[config.mk]
export PLATFORM = sky130hd
export DESIGN_NAME = branch_select_ctrl
export DESIGN_NICKNAME = d
export VERILOG_FILES = /design/src/rtl/branch_select_ctrl.sv
export SDC_FILE = /design/constraint.sdc
export NUM_CORES = 1
export LEC_CHECK = 0
export CAP_MARGIN = 20
export CORE_MARGIN = 2
export CORE_UTILIZATION = 25
export DETAILED_ROUTE_END_ITERATION = 10
export GPL_ROUTABILITY_DRIVEN = 0
export GPL_TIMING_DRIVEN = 1
export MAX_ROUTING_LAYER = met4
export SLEW_MARGIN = 20
export SYNTH_ARGS = -nofsm -noshare
export SYNTH_HDL_FRONTEND = slang
export SYNTH_SLANG_ARGS = --single-unit
[constraint.sdc]
create_clock -name clk -period 1.6 [get_ports clk]
set_clock_uncertainty 0.05 [all_clocks]
set_input_delay 0.32 -clock clk [delete_from_list [all_inputs] [get_ports clk]]
set_output_delay 0.32 -clock clk [all_outputs]
set_load 0.01 [all_outputs]
[src/rtl/branch_select_ctrl.sv]
// Next-PC select controller: picks sequential/branch/jump/return/trap-vector flow and tracks handler state.
// Optional macro BRSEL_IRQ_EN compiles in the external interrupt path (pending latch, vector 200, irq_ack).
module branch_select_ctrl #(
    parameter int VEC_W = 16
) (
    input  logic             clk,
    input  logic             rst,
    input  logic [VEC_W-1:0] pc,
    input  logic [VEC_W-1:0] pc_next_seq,
    input  logic             stall,
    input  logic             is_branch,
    input  logic             branch_taken,
    input  logic             is_jump,
    input  logic             is_rti,
    input  logic             illegal_op,
    input  logic             overflow,
    input  logic             irq,
    output logic [2:0]       sel,
    output logic [VEC_W-1:0] epc,
    output logic [1:0]       cause,
    output logic             in_handler,
    output logic             irq_ack,
    output logic             halted
);

    localparam logic [2:0] SEL_SEQ = 3'd0;
    localparam logic [2:0] SEL_BR  = 3'd1;
    localparam logic [2:0] SEL_JMP = 3'd2;
    localparam logic [2:0] SEL_EPC = 3'd3;
    localparam logic [2:0] SEL_ILL = 3'd4;
    localparam logic [2:0] SEL_OVF = 3'd5;
    localparam logic [2:0] SEL_IRQ = 3'd6;

    typedef enum logic [1:0] {
        ST_RUN     = 2'd0,
        ST_HANDLER = 2'd1,
        ST_HALT    = 2'd2
    } state_t;

    state_t           state_q, state_d;
    logic [VEC_W-1:0] epc_q, epc_d;
    logic [1:0]       cause_q, cause_d;
    logic             irq_pend_eff;
    logic             trap_entry;

`ifdef BRSEL_IRQ_EN
    logic irq_prev_q, irq_prev_d;
    logic pending_q, pending_d;
    logic irq_ack_q, irq_ack_d;

    // A fresh edge counts as pending in the same cycle so vector 200 is chosen without delay.
    assign irq_pend_eff = pending_q | (irq & ~irq_prev_q);

    always_comb begin
        irq_prev_d = irq_prev_q;
        pending_d  = pending_q;
        irq_ack_d  = 1'b0;
        if (!stall && state_q != ST_HALT) begin
            irq_prev_d = irq;
            pending_d  = irq_pend_eff;
            if (state_q == ST_RUN && sel == SEL_IRQ) begin
                pending_d = 1'b0;
                irq_ack_d = 1'b1;
            end
        end
    end

    always_ff @(posedge clk or posedge rst) begin
        if (rst) begin
            irq_prev_q <= 1'b0;
            pending_q  <= 1'b0;
            irq_ack_q  <= 1'b0;
        end else begin
            irq_prev_q <= irq_prev_d;
            pending_q  <= pending_d;
            irq_ack_q  <= irq_ack_d;
        end
    end

    assign irq_ack = irq_ack_q;
`else
    logic unused_irq;
    assign unused_irq   = irq;
    assign irq_pend_eff = 1'b0;
    assign irq_ack      = 1'b0;
`endif

    // State register
    always_ff @(posedge clk or posedge rst) begin
        if (rst) begin
            state_q <= ST_RUN;
            epc_q   <= '0;
            cause_q <= 2'd0;
        end else begin
            state_q <= state_d;
            epc_q   <= epc_d;
            cause_q <= cause_d;
        end
    end

    // Next-state logic
    always_comb begin
        state_d = state_q;
        if (!stall) begin
            case (state_q)
                ST_RUN: begin
                    if (sel == SEL_ILL || sel == SEL_OVF || sel == SEL_IRQ)
                        state_d = ST_HANDLER;
                end
                ST_HANDLER: begin
                    if (sel == SEL_ILL || sel == SEL_OVF)
                        state_d = ST_HALT;
                    else if (sel == SEL_EPC)
                        state_d = ST_RUN;
                end
                default: state_d = ST_HALT;
            endcase
        end
    end

    // Output logic: priority-encoded selection code
    always_comb begin
        sel = SEL_SEQ;
        if (state_q != ST_HALT) begin
            if (illegal_op)
                sel = SEL_ILL;
            else if (overflow)
                sel = SEL_OVF;
            else if (state_q == ST_RUN && irq_pend_eff)
                sel = SEL_IRQ;
            else if (state_q == ST_HANDLER && is_rti)
                sel = SEL_EPC;
            else if (is_jump)
                sel = SEL_JMP;
            else if (is_branch && branch_taken)
                sel = SEL_BR;
        end
    end

    assign trap_entry = !stall && state_q == ST_RUN &&
                        (sel == SEL_ILL || sel == SEL_OVF || sel == SEL_IRQ);

    // Faults save the faulting PC so the instruction can be retried; interrupts resume after it.
    always_comb begin
        epc_d   = epc_q;
        cause_d = cause_q;
        if (trap_entry) begin
            epc_d = (sel == SEL_IRQ) ? pc_next_seq : pc;
            case (sel)
                SEL_ILL: cause_d = 2'd1;
                SEL_OVF: cause_d = 2'd2;
                default: cause_d = 2'd3;
            endcase
        end
    end

    assign epc        = epc_q;
    assign cause      = cause_q;
    assign in_handler = (state_q == ST_HANDLER);
    assign halted     = (state_q == ST_HALT);

endmodule

==> flow_metrics.tcl <==
set metrics [dict create \
    ys_seq_area_frac 0.559 \
    violations "setup timing" \
    syn_avg_cell_area_um2 13.8 \
    power_density_mw_per_mm2 1350 \
    first_pass_iters 2 \
    dp_hpwl_um 1550 \
    grt_pass1_vias 773 \
    crit_path_max_fanout 2 \
    hold_slack_ps 280 \
    clock-sinks 20 \
    maxCapViolCount 0 \
    final_cell_mix "21 x clkdlybuf4s50_1, 18 x dfrtp_1, 15 x dlymetal6s2s_1" \
    row_count 21 \
    finalCriticalPeriod_ps 1680 \
    path_clk_slew_ps 100 \
    via_count 721 \
    multi_input_area_um2 379 \
    ctsHoldBuffers 0 \
    overflow 0 \
    syn_nets 107 \
    crit_required_ps 1230 \
    critPathKind "in2out" \
    synth.area.top_cells "dfrtp_1 56%, mux2_4 12%, mux2_2 11%, buf_12 2.2%, nor2_1 2.1%" \
    start_kind "input pin" \
    cts_max_level 1 \
    dieHeight_um 63.8 \
    route.detailed.drc 0 \
    grt_first_pass_wirelength_um 3510 \
    r2r_start "state_q[1]$_DFFE_PP0P_" \
    grt_max_degree 21 \
    grt_util_all_layers 0.112 \
    numPortBuffers 47 \
    hold_class "in2async" \
    nets 168 \
    totalPowerFinal_mw 2.13 \
    layout-drive-gt1-share 0.371 \
    ant_nets 0 \
    synthCells 65 \
    rsz0062_at_grt "true" \
    timing.final.hold_violations 0 \
    ios 66 \
    insertedDiodeCount 0 \
    drt-initial-drc-count 4 \
    coreArea_mm2 0.00339 \
    seqCellArea_um2 503 \
    ys_warn_count 0 \
    cp-end-kind "output pin" \
    synth_top_cell_by_area "dfrtp_1" \
    via_per_inst 4.24 \
    tritoncts "done" \
    cts-root-buf "clkbuf_4" \
    timing.final.crit_share 1.05 \
    final_common_cell "clkdlybuf4s50_1" \
    clk_latency_ps 290 \
    initial_utilization 0.264 \
    drv_slew 0 \
    cts.path.max_buffers 2 \
    filler_cell_count 314 \
    antenna_found_initial 0 \
    fmax_mhz 597 \
    areaGrowthSynthToFinish_pct 76.5 \
    avgRoutedWirePerCell_um 12.3 \
    setup_viol 1 \
    worstPathArrival_ps 1310 \
    crit_path_start "branch_taken" \
    synth_cell_types 22 \
    wirelength_um 2090 \
    die_x_um 63.8 \
    syn_area_um2 895 \
    numCtsBuffers 3 \
    final.setup.worst_slack_ps -76.2 \
    synth-seq-cells 20 \
    yosysTopAreaCellShare 0.559 \
    ir_drop_v 0.000556 \
    status "complete, but fails checks" \
    die-area_mm2 0.00407 \
    p_leak_nw 0.851 \
]
metrics by stage:
| step | instances | cell area [um^2] | setup TNS, ps | setup slack (ps) | util |
|---|---|---|---|---|---|
| floorplan | 65 | 895 | 0 | 43.1 | - |
| global placement | 165 | 1470 | -9720 | -595 | 0.434 |
| detailed placement | 165 | 1470 | -9960 | -640 | 0.434 |
| CTS | 169 | 1530 | -101 | -69.1 | 0.453 |
| global route | 170 | 1580 | -327 | -123 | 0.466 |
| finish | 170 | 1580 | -76.2 | -76.2 | 0.466 |
synth_stat cells, drive strengths merged:
| cell | number |
|---|---|
| a21boi | 1 |
| nand3 | 1 |
| nor2 | 5 |
| a311oi | 1 |
| o21ai | 2 |
| mux2 | 16 |
| a21o | 1 |
| nand2b | 1 |
| nor4 | 1 |
| a21oi | 2 |
| nor2b | 2 |
| buf | 3 |
| conb | 1 |
| dfrtp | 20 |
| inv | 3 |
| or3 | 1 |
| a211oi | 1 |
| o21bai | 3 |
layer usage:
metal | up-vias | GRT usage | wire length, um
li1 | 344 | - | -
met3 | 0 | 0.0352 | 145
met2 | 31 | 0.199 | 1100
met5 | - | - | 0
met4 | 0 | 0.00815 | 0
met1 | 346 | 0.127 | 842
final timing paths:
| check | cells past startpoint | endpoint | slack (ps) |
|---|---|---|---|
| hold reg to reg | 1 | cause[1]$_DFFE_PP0P_ | 440 |
| setup / recovery | 4 | sel[0] | -80 |
| setup reg to reg | 4 | epc[4]$_DFFE_PP0P_ | 0 |
| hold / removal | 3 | epc[14]$_DFFE_PP0P_ | 280 |
| max in group asynchronous | 3 | state_q[0]$_DFFE_PP0P_ | 990 |
| min in group clk | 3 | state_q[0]$_DFFE_PP0P_ | 410 |
worst max-delay path: stages:
cell	delay (ps)
clkdlybuf4s50_1	500
a311oi_2	110
a211oi_1	210
buf_2	170
sequential cells by signal (all words and copies together) (netlist names):
name     count
epc         16
cause        2
state_q      2
kinds of logic after synthesis:
logic type / after synthesis / share of synthesized area
other cells: 1 / 0.00419
compound gates: 11 / 0.0881
buf+inv: 6 / 0.0559
simple gates: 11 / 0.0615
mux: 16 / 0.231
flops: 20 / 0.559
final cells by class:
class / count / share of cell area
flip-flops and latches: 20 / 0.319
repair buffers: 59 / 0.384
multi-input cells: 39 / 0.240
inverters: 3 / 0.00713
well taps: 46 / 0.0365
clock buffers: 3 / 0.0143
power breakdown:
group          total (mW)  leakage, nW  switching, mW  internal (mW)
clock network       0.226       0.0138          0.138         0.0875
registers           0.862        0.236          0.120          0.742
logic                1.04        0.602          0.359          0.679
total                2.13        0.851          0.618           1.51
repair_timing:
action | CTS | global route
endpoints found under the setup margin | 22 | 31
cloned | 1 | 0
buffers inserted | 0 | 1
resized for setup | 37 | 18
pin swaps | 4 | 0
No activity file was read; power rests on OpenSTA's default activity.
